[config.mk]
export PLATFORM = sky130hd
export DESIGN_NAME = clap_judge
export DESIGN_NICKNAME = d
export VERILOG_FILES = /design/src/rtl/clap_judge.sv
export SDC_FILE = /design/constraint.sdc
export NUM_CORES = 1
export LEC_CHECK = 0
export CAP_MARGIN = 15
export CORE_MARGIN = 2
export CORE_UTILIZATION = 55
export DETAILED_ROUTE_END_ITERATION = 10
export PLACE_DENSITY_LB_ADDON = 0.08
export SYNTH_ARGS = -nofsm -noshare
export SYNTH_HDL_FRONTEND = slang
export SYNTH_SLANG_ARGS = --single-unit
[constraint.sdc]
create_clock -name clk -period 4.8 [get_ports clk]
set_clock_uncertainty 0.05 [all_clocks]
set_input_delay 0.72 -clock clk [delete_from_list [all_inputs] [get_ports clk]]
set_output_delay 0.72 -clock clk [all_outputs]
set_load 0.005 [all_outputs]
[src/rtl/clap_judge.sv]
// Rhythm-game judge: restarts the external clap counter, synchronises the raw clap
// level and scores each clap edge against a fixed beat schedule.
module clap_judge #(
    parameter logic [16:0] FIRST_BEAT  = 17'd1000,
    parameter logic [16:0] BEAT_PERIOD = 17'd2000,
    parameter logic [16:0] HIT_WINDOW  = 17'd100,
    parameter logic [7:0]  NUM_BEATS   = 8'd8,
    parameter logic [16:0] COUNT_MAX   = 17'd66080
) (
    input  logic        clk,
    input  logic        reset,
    input  logic        start,
    input  logic        clap_in,
    input  logic [16:0] count,
    output logic        go,
    output logic        done,
    output logic [7:0]  score,
    output logic [7:0]  misses,
    output logic [7:0]  beat_idx,
    output logic [1:0]  result,
    output logic        result_valid
);

    localparam logic [1:0] RES_NONE  = 2'b00;
    localparam logic [1:0] RES_HIT   = 2'b01;
    localparam logic [1:0] RES_EARLY = 2'b10;
    localparam logic [1:0] RES_MISS  = 2'b11;

    typedef enum logic [1:0] {
        S_IDLE = 2'd0,
        S_RUN  = 2'd1,
        S_DONE = 2'd2
    } state_t;

    state_t      state_q, state_d;
    logic        go_q, go_d;
    logic        result_valid_q, result_valid_d;
    logic [7:0]  score_q, score_d;
    logic [7:0]  misses_q, misses_d;
    logic [7:0]  beat_idx_q, beat_idx_d;
    logic [1:0]  result_q, result_d;
    logic [16:0] target_q, target_d;
    logic        s1_q, s1_d, s2_q, s2_d, s3_q, s3_d;

    logic        clap_edge;
    logic [17:0] count_x, lo, hi;
    logic        hit_ev, early_ev, late_ev, last_beat, at_max;

    // Window maths is done one bit wider so hi never wraps.
    assign clap_edge = s2_q & ~s3_q;
    assign count_x   = {1'b0, count};
    assign lo        = (target_q >= HIT_WINDOW) ? ({1'b0, target_q} - {1'b0, HIT_WINDOW}) : 18'd0;
    assign hi        = {1'b0, target_q} + {1'b0, HIT_WINDOW};
    assign hit_ev    = clap_edge && (count_x >= lo) && (count_x <= hi);
    assign early_ev  = clap_edge && (count_x < lo);
    assign late_ev   = count_x > hi;
    assign last_beat = beat_idx_q == (NUM_BEATS - 8'd1);
    assign at_max    = count == COUNT_MAX;

    always_ff @(posedge clk) begin
        if (reset) begin
            state_q        <= S_IDLE;
            go_q           <= 1'b0;
            result_valid_q <= 1'b0;
            score_q        <= 8'd0;
            misses_q       <= 8'd0;
            beat_idx_q     <= 8'd0;
            result_q       <= RES_NONE;
            target_q       <= FIRST_BEAT;
            s1_q           <= 1'b0;
            s2_q           <= 1'b0;
            s3_q           <= 1'b0;
        end else begin
            state_q        <= state_d;
            go_q           <= go_d;
            result_valid_q <= result_valid_d;
            score_q        <= score_d;
            misses_q       <= misses_d;
            beat_idx_q     <= beat_idx_d;
            result_q       <= result_d;
            target_q       <= target_d;
            s1_q           <= s1_d;
            s2_q           <= s2_d;
            s3_q           <= s3_d;
        end
    end

    always_comb begin
        state_d = state_q;
        case (state_q)
            S_IDLE: if (start) state_d = S_RUN;
            S_RUN: begin
                if (start)
                    state_d = S_RUN;
                else if ((hit_ev || late_ev) && last_beat)
                    state_d = S_DONE;
                else if (!hit_ev && !early_ev && !late_ev && at_max)
                    state_d = S_DONE;
            end
            S_DONE: if (start) state_d = S_RUN;
            default: state_d = S_IDLE;
        endcase
    end

    // go is suppressed right after a pulse so a held start never gives back-to-back pulses.
    always_comb begin
        go_d           = start & ~go_q;
        result_valid_d = 1'b0;
        score_d        = score_q;
        misses_d       = misses_q;
        beat_idx_d     = beat_idx_q;
        result_d       = result_q;
        target_d       = target_q;
        s1_d           = clap_in;
        s2_d           = s1_q;
        s3_d           = s2_q;
        if (start) begin
            score_d    = 8'd0;
            misses_d   = 8'd0;
            beat_idx_d = 8'd0;
            result_d   = RES_NONE;
            target_d   = FIRST_BEAT;
        end else if (state_q == S_RUN) begin
            if (hit_ev) begin
                result_d       = RES_HIT;
                result_valid_d = 1'b1;
                score_d        = (score_q == 8'hFF) ? score_q : score_q + 8'd1;
            end else if (early_ev) begin
                result_d       = RES_EARLY;
                result_valid_d = 1'b1;
                misses_d       = (misses_q == 8'hFF) ? misses_q : misses_q + 8'd1;
            end else if (late_ev) begin
                result_d       = RES_MISS;
                result_valid_d = 1'b1;
                misses_d       = (misses_q == 8'hFF) ? misses_q : misses_q + 8'd1;
            end
            if ((hit_ev || late_ev) && !last_beat) begin
                beat_idx_d = beat_idx_q + 8'd1;
                target_d   = target_q + BEAT_PERIOD;
            end
        end
    end

    assign go           = go_q;
    assign done         = (state_q == S_DONE);
    assign score        = score_q;
    assign misses       = misses_q;
    assign beat_idx     = beat_idx_q;
    assign result       = result_q;
    assign result_valid = result_valid_q;

endmodule

Yosys cells after proc, flatten, opt, wreduce, memory -nomap -nowiden
Index checks and enable logic that the tools add are counted.

storage, ports and cells
  word-level logic and storage cells = 76
  bits in registers = 50
  output and inout bits = 29
  bits of input ports = 21

cells by class
  muxes and demuxes = 15
  eq/ne operators = 8
  reductions and logical operators = 24
  add/sub/neg operators = 6
  magnitude comparators = 5
  bitwise logic cells = 7

operator list
  kind                                                                    number
  8-bit by 1-bit adder with 8-bit output, second input constant           3
  8-bit 2-to-1 mux                                                        3
  17-bit by 7-bit adder with 18-bit output, second input constant         1
  17-bit by 18-bit >= comparator with 1-bit output                        1
  17-bit by 18-bit greater-than comparator with 1-bit output              1
  17-bit by 18-bit <= comparator with 1-bit output                        1
  17-bit by 18-bit < comparator with 1-bit output                         1
  18-bit 2-to-1 mux                                                       1
  17-bit by 7-bit subtractor with 18-bit output, second input constant    1
  17-bit by 11-bit adder with 17-bit output, second input constant        1
  17-bit == test, second input constant                                   1
  17-bit by 7-bit >= comparator with 1-bit output, second input constant  1
  8-bit == test, second input constant                                    2
  2-bit 2-to-1 mux                                                        7
  8-bit by 3-bit == test with 1-bit output, second input constant         1
  1-bit logical AND                                                       8
  2-bit AND reduction                                                     3
  3-bit AND reduction                                                     2
  1-bit NOT                                                               5
  1-bit logical NOT                                                       4
  4-bit inequality test, second input constant                            1
  2-bit case mux with 2 select lines                                      1
  2-bit OR reduction                                                      2
  1-bit 2-to-1 mux                                                        3
  9 further kinds                                                         10

Logic depth before layout (Yosys ltp)
  depth in word-level cells = 13
  depth in mapped cells = 18

Worst setup path after synthesis
Ideal clock, no wire load.

  path type = register to register
  from = register target_q[8]
  to = register score_q[4], in the netlist score[4]
  data arrival time = 3.896 ns
  path buffers = 3
  stages on the path, launching flop included = 18
  path slack = 0.794 ns
  library setup time = 0.059 ns
  period minus slack after synthesis = 4.006 ns
  cell sequence = dfxtp_1 > buf_2 > nor3_1 > nand2b_1 > a211oi_1 > nand3_1 > clkbuf_1 > nand2_1 > ha_1 > a21o_1 > a21oi_1 > or2_2 > o22ai_2 > a31oi_4 > or4b_4 > buf_6 > or4_1 > nand2_1

between the ends
  longest elaborated chain between the ends = 6
  elaborated cells on any way between the ends = 9
  classes of those cells = add/sub: 2; order compare: 3; mux: 1; reduce/logical: 3

ends and longest elaborated chain
  element                                                                                                                  line  source
  start, declared                                                                                                          42    logic [16:0] target_q, target_d;
  start signal, assigned                                                                                                   81    target_q <= target_d;
  17-bit by 7-bit subtractor with 18-bit output / 17-bit by 7-bit >= comparator with 1-bit output (equally long branches)  52    assign lo = (target_q >= HIT_WINDOW) ? ({1'b0, target_q} - {1'b0, HIT_WINDOW}) : 18'd0;
  18-bit 2-to-1 mux                                                                                                        52
  17-bit by 18-bit >= comparator with 1-bit output                                                                         54    assign hit_ev = clap_edge && (count_x >= lo) && (count_x <= hi);
  1-bit logical AND                                                                                                        54
  1-bit logical AND (*)                                                                                                    54
  3-bit AND reduction (no line) (*)                                                                                        n/a
  end signal, assigned                                                                                                     77    score_q <= score_d;
  end, declared                                                                                                            38    logic [7:0] score_q, score_d;

Mark *: on every way between the ends. The rest lies on a longest branch, timed or not.
A chain may end at the register's enable or synchronous reset.

Final worst setup path
  from = register target_q[8]
  to = register misses_q[5], in the netlist misses[5]

between the ends
  longest elaborated chain between the ends = 7
  elaborated cells on any way between the ends = 15
  classes of those cells = add/sub: 2; order compare: 5; mux: 2; bitwise: 1; reduce/logical: 5

ends and longest elaborated chain
  element                                                                                                                  line  source
  17-bit by 7-bit subtractor with 18-bit output / 17-bit by 7-bit >= comparator with 1-bit output (equally long branches)  52
  18-bit 2-to-1 mux                                                                                                        52
  17-bit by 18-bit >= comparator with 1-bit output                                                                         54
  1-bit logical AND (2 in a row)                                                                                           54
  1-bit NOT (no line)                                                                                                      n/a
  3-bit AND reduction (no line)                                                                                            n/a
  end signal, assigned                                                                                                     78    misses_q <= misses_d;
  end, declared                                                                                                            39    logic [7:0] misses_q, misses_d;

Several ways; a longest one is shown, not always the timed one.

==> summary.md <==
| Metric | Value |
|---|---|
| ANT nets after route | `0` |
| Arrival time at the worst endpoint | `about 4500 ps` |
| F_max | `0.230 GHz` |
| Starting density of the core | `0.562` |
| Final slew viol count | `0` |
| IO Port Bufs | `49` |
| Vertical die dimension | `81.3 um` |
| Synth area leaders | `sky130_fd_sc_hd__dfxtp_1 28%, sky130_fd_sc_hd__ha_1 13%, sky130_fd_sc_hd__nand2_1 6.9%` |
| Adder-cell share of the synthesized area | `0.129` |
| Portion of synthesized cell area occupied by the leading cell type | `0.280` |
| Number of clock sinks seen by CTS | `46` |
| Unrepaired setup endpoints after global routing | `false` |
| Total iterations of the first detailed-routing run | `4` |
| Routed WL | `7.75 mm` |
| Total global routing overflow | `0` |
| Most used flip-flop cell after synthesis | `sky130_fd_sc_hd__dfxtp_1` |
| Critical path buffers and inverters | `0` |
| Area share of and/or/nand/nor cells after synthesis | `0.285` |
| Cts bufs inserted | `5` |
| Maximum level of the CTS H-tree | `2` |
| Minimum clock period | `4360 ps` |
| Gate family responsible for the most delay along the worst path | `simple AND/OR/NAND/NOR gates` |
| First-pass GRT wire length | `13.0 mm` |
| GR Layer Usage met3 | `0.0367` |
| Synthesized netlist cell count | `about 420` |
| Number of vias per cell | `approximately 5.8` |
| Final Hold Viols | `0` |
| Critical Path Source Type | `register` |
| Average wire length per cell after detail routing | `about 15 um` |
| Number of max-cap violations | `0` |
| Synthesized flop and latch total | `46` |
| Number of top-level pins | `50` |
| Portion of the clock cycle consumed by the worst path in the final layout | `0.907` |
| Most common cell after layout, fill and taps aside | `sky130_fd_sc_hd__nand2_1` |
| Series of cell instances along the critical path | `nor3_2 > nand2b_1 > a211oi_1 > nand3_1 > nor3b_1 > a21oi_1 > ha_1 > nand4_1 > a21oi_1 > nor3_1 > o31a_1 > a21oi_1 > nor2_1 > or4b_2 > nand2_1` |
| Complex-gate fraction of the synthesized area | `0.186` |
| Required time worst endpoint | `between 4000 and 5000 ps` |
| Ratio of cells with drive above 1 in the final layout | `0.0551` |
| Inserted Diodes | `0` |
| Count of nets after finishing | `509` |
| Static leakage | `1.43 nW` |
| Die Wd | `81.3 um` |
| Element type at the critical path end | `register` |
| Async S/R FF share, synth | `0` |
| Number of synthesis warnings | `0` |
| DRC marker count from the first detailed-route iteration | `approximately 170` |
| Syn_area_per_cell | `7.92 um2` |
| Setup WS pre-CTS | `about 330 ps` |
| Sequential-to-total area share from yosys stat | `0.280` |
| Met1 Use GR | `0.327` |
| Maximum number of pins on one net before global-route repair | `33` |
| Kind of critical path | `reg -> reg` |
| Post-route worst setup slack | `roughly 440 ps` |
| Status | `finished clean` |
| Buffer depth of the longest clock path | `2` |
| Global-route track usage on met2 | `0.421` |
| Number of inserted filler cells in the final layout | `520` |
| Area growth syn-to-layout | `18.0%` |
| Power after layout | `751 uW` |
| Setup violation total in the final timing report | `0` |
| Rel. slew slack | `0.482` |
| Post-Syn Nets | `470` |
| Distinct cell type count after synthesis | `50` |
| Post-layout instance count excluding filler cells | `529` |
| Most congested layer reported by global routing | `met2` |
| Largest vdd supply drop | `0.000202 V` |
| Routability-driven placement congestion ratio | `around 0.86` |
| Clock Tree Root | `sky130_fd_sc_hd__clkbuf_8` |
| Slowest stage cell on the critical path | `sky130_fd_sc_hd__or4b_2` |
| Insertion delay of the later-clocked pin in the worst-skew pair | `approximately 300 ps` |
| Total via count in the routed design | `around 3100` |
| Xor/xnor share of the synthesized area | `0.0746` |
| TritonCTS clock tree | `built` |
| Cell type with the largest total area after synthesis | `sky130_fd_sc_hd__dfxtp_1` |
| Highest-count cells in the layout ignoring fill and taps | `60 x sky130_fd_sc_hd__nand2_1, 49 x sky130_fd_sc_hd__clkdlybuf4s50_1, 46 x sky130_fd_sc_hd__dfxtp_1` |
| Final core area utilization | `0.663` |
| Row count | `28` |
| Number of global-route vias before repair | `about 2900` |
| Pwr dens | `194 mW/mm2` |
| Number of antenna violations at the first check in global routing | `0` |
| Largest fanout on the critical path | `10` |
| Clock edge transition at the registers on the reported setup and hold paths | `around 90 ps` |
| Number of synthesized flops with an enable pin | `0` |
| DRC violation count after routing | `0` |
| Worst hold path class | `reg -> reg` |
| Post-Syn Area | `about 0.0033 mm2` |
| Worst path most repeated cell | `sky130_fd_sc_hd__a21oi_1` |
| Core Box Area | `just under 0.006 mm2` |
| GR Util All Layers | `0.249` |
| Dominant combinational cell family by area after synthesis | `simple AND/OR/NAND/NOR gates` |
| Cell total after placement | `roughly 520` |
| Die area | `roughly 0.0066 mm2` |
| Worst-margin pin slew | `roughly 770 ps` |
| Largest stage delay on the critical path | `610 ps` |
| Final HPWL DP | `roughly 6 mm` |
| Multiplexer fraction of the synthesized cell area | `0.00305` |
| Aggregate negative setup slack | `0 ps` |
metal layers:
layer / vias up / routed length [um]
met4: 0 / 76
met3: 7 / 302
met5: - / 0
li1: 1576 / -
met2: 69 / 3670
met1: 1408 / 3700
sequential cells by signal, indices dropped and copies added, names as in the netlist:
signal and flops:
beat_idx 8, go 1, misses 8, result 2
result_valid 1, s1_q 1, s2_q 1, s3_q 1
score 8, state_q 2, target_q 13
logic make-up (layout without fill, tap and decap cells):
group,count (synthesis),in the layout
and+or+nand+nor,183,183
AOI/OAI and AO/OA,94,94
DFF,46,46
adders and majority gates,34,34
buffers and inverters,29,68
xor gates and xnor gates,28,28
muxes,1,1
area by class of cell:
type / instances / area, um2 / share of cell area
Inverter: 8 / 30.0 / 0.00774
Tap cell: 75 / 93.8 / 0.0242
Sequential cell: 46 / 921 / 0.237
Timing Repair Buffer: 53 / 520 / 0.134
Multi-Input combinational cell: 340 / 2230 / 0.576
Clock buffer: 5 / 68.8 / 0.0177
Clock inverter: 2 / 10.0 / 0.00258
synth_stat cells (2+ instances only):
| cell type | number |
|---|---|
| sky130_fd_sc_hd__o31ai_1 | 3 |
| sky130_fd_sc_hd__a221oi_1 | 2 |
| sky130_fd_sc_hd__or3_1 | 10 |
| sky130_fd_sc_hd__nand2b_1 | 7 |
| sky130_fd_sc_hd__ha_1 | 34 |
| sky130_fd_sc_hd__and3_1 | 7 |
| sky130_fd_sc_hd__nor4b_1 | 2 |
| sky130_fd_sc_hd__nand3_1 | 18 |
| sky130_fd_sc_hd__xnor2_1 | 16 |
| sky130_fd_sc_hd__a31o_2 | 3 |
| sky130_fd_sc_hd__nor4_1 | 5 |
| sky130_fd_sc_hd__nor3b_1 | 2 |
| sky130_fd_sc_hd__nor3_1 | 12 |
| sky130_fd_sc_hd__nor2_1 | 32 |
| sky130_fd_sc_hd__o31a_1 | 2 |
| sky130_fd_sc_hd__clkbuf_1 | 9 |
| sky130_fd_sc_hd__o21ai_0 | 20 |
| sky130_fd_sc_hd__or4_1 | 7 |
| sky130_fd_sc_hd__buf_2 | 10 |
| sky130_fd_sc_hd__nand4_1 | 4 |
| sky130_fd_sc_hd__nand2_1 | 60 |
| sky130_fd_sc_hd__or2_2 | 2 |
| sky130_fd_sc_hd__xor2_1 | 12 |
| sky130_fd_sc_hd__dfxtp_1 | 46 |
| sky130_fd_sc_hd__a21o_1 | 4 |
| sky130_fd_sc_hd__nor2b_1 | 7 |
| sky130_fd_sc_hd__buf_6 | 2 |
| sky130_fd_sc_hd__o21a_1 | 3 |
| sky130_fd_sc_hd__o211ai_1 | 5 |
| sky130_fd_sc_hd__inv_1 | 8 |
| sky130_fd_sc_hd__a211oi_1 | 8 |
| sky130_fd_sc_hd__a21oi_1 | 35 |
stage by stage:
stage	instance area (um2)	hold slack, ps
6_report	3880	380
5_1_grt	3880	400
4_1_cts	3860	383
3_5_place_dp	3790	370
3_3_place_gp	3790	355
2_1_floorplan	3290	364
where the power goes:
group | switching, mW | internal (mW) | total, mW
registers | 0.00821 | 0.388 | 0.396
clock network | 0.128 | 0.0980 | 0.226
logic | 0.0709 | 0.0583 | 0.129
worst paths after layout:
| path | cells after the start | from | endpoint | slack [ps] |
|---|---|---|---|---|
| hold / removal | 1 | go | go | 380 |
| setup reg to reg | 15 | target_q[8] | misses[5] | 440 |
| setup / recovery | 15 | target_q[8] | misses[5] | 440 |
| hold reg to reg | 1 | go | go | 380 |
timing repair:
item	CTS	global route
buffers inserted	0	0
hold buffers	0	0
endpoints found under the setup margin	0	12
gates resized for setup	0	1
No activity file was read; power rests on OpenSTA's default activity.
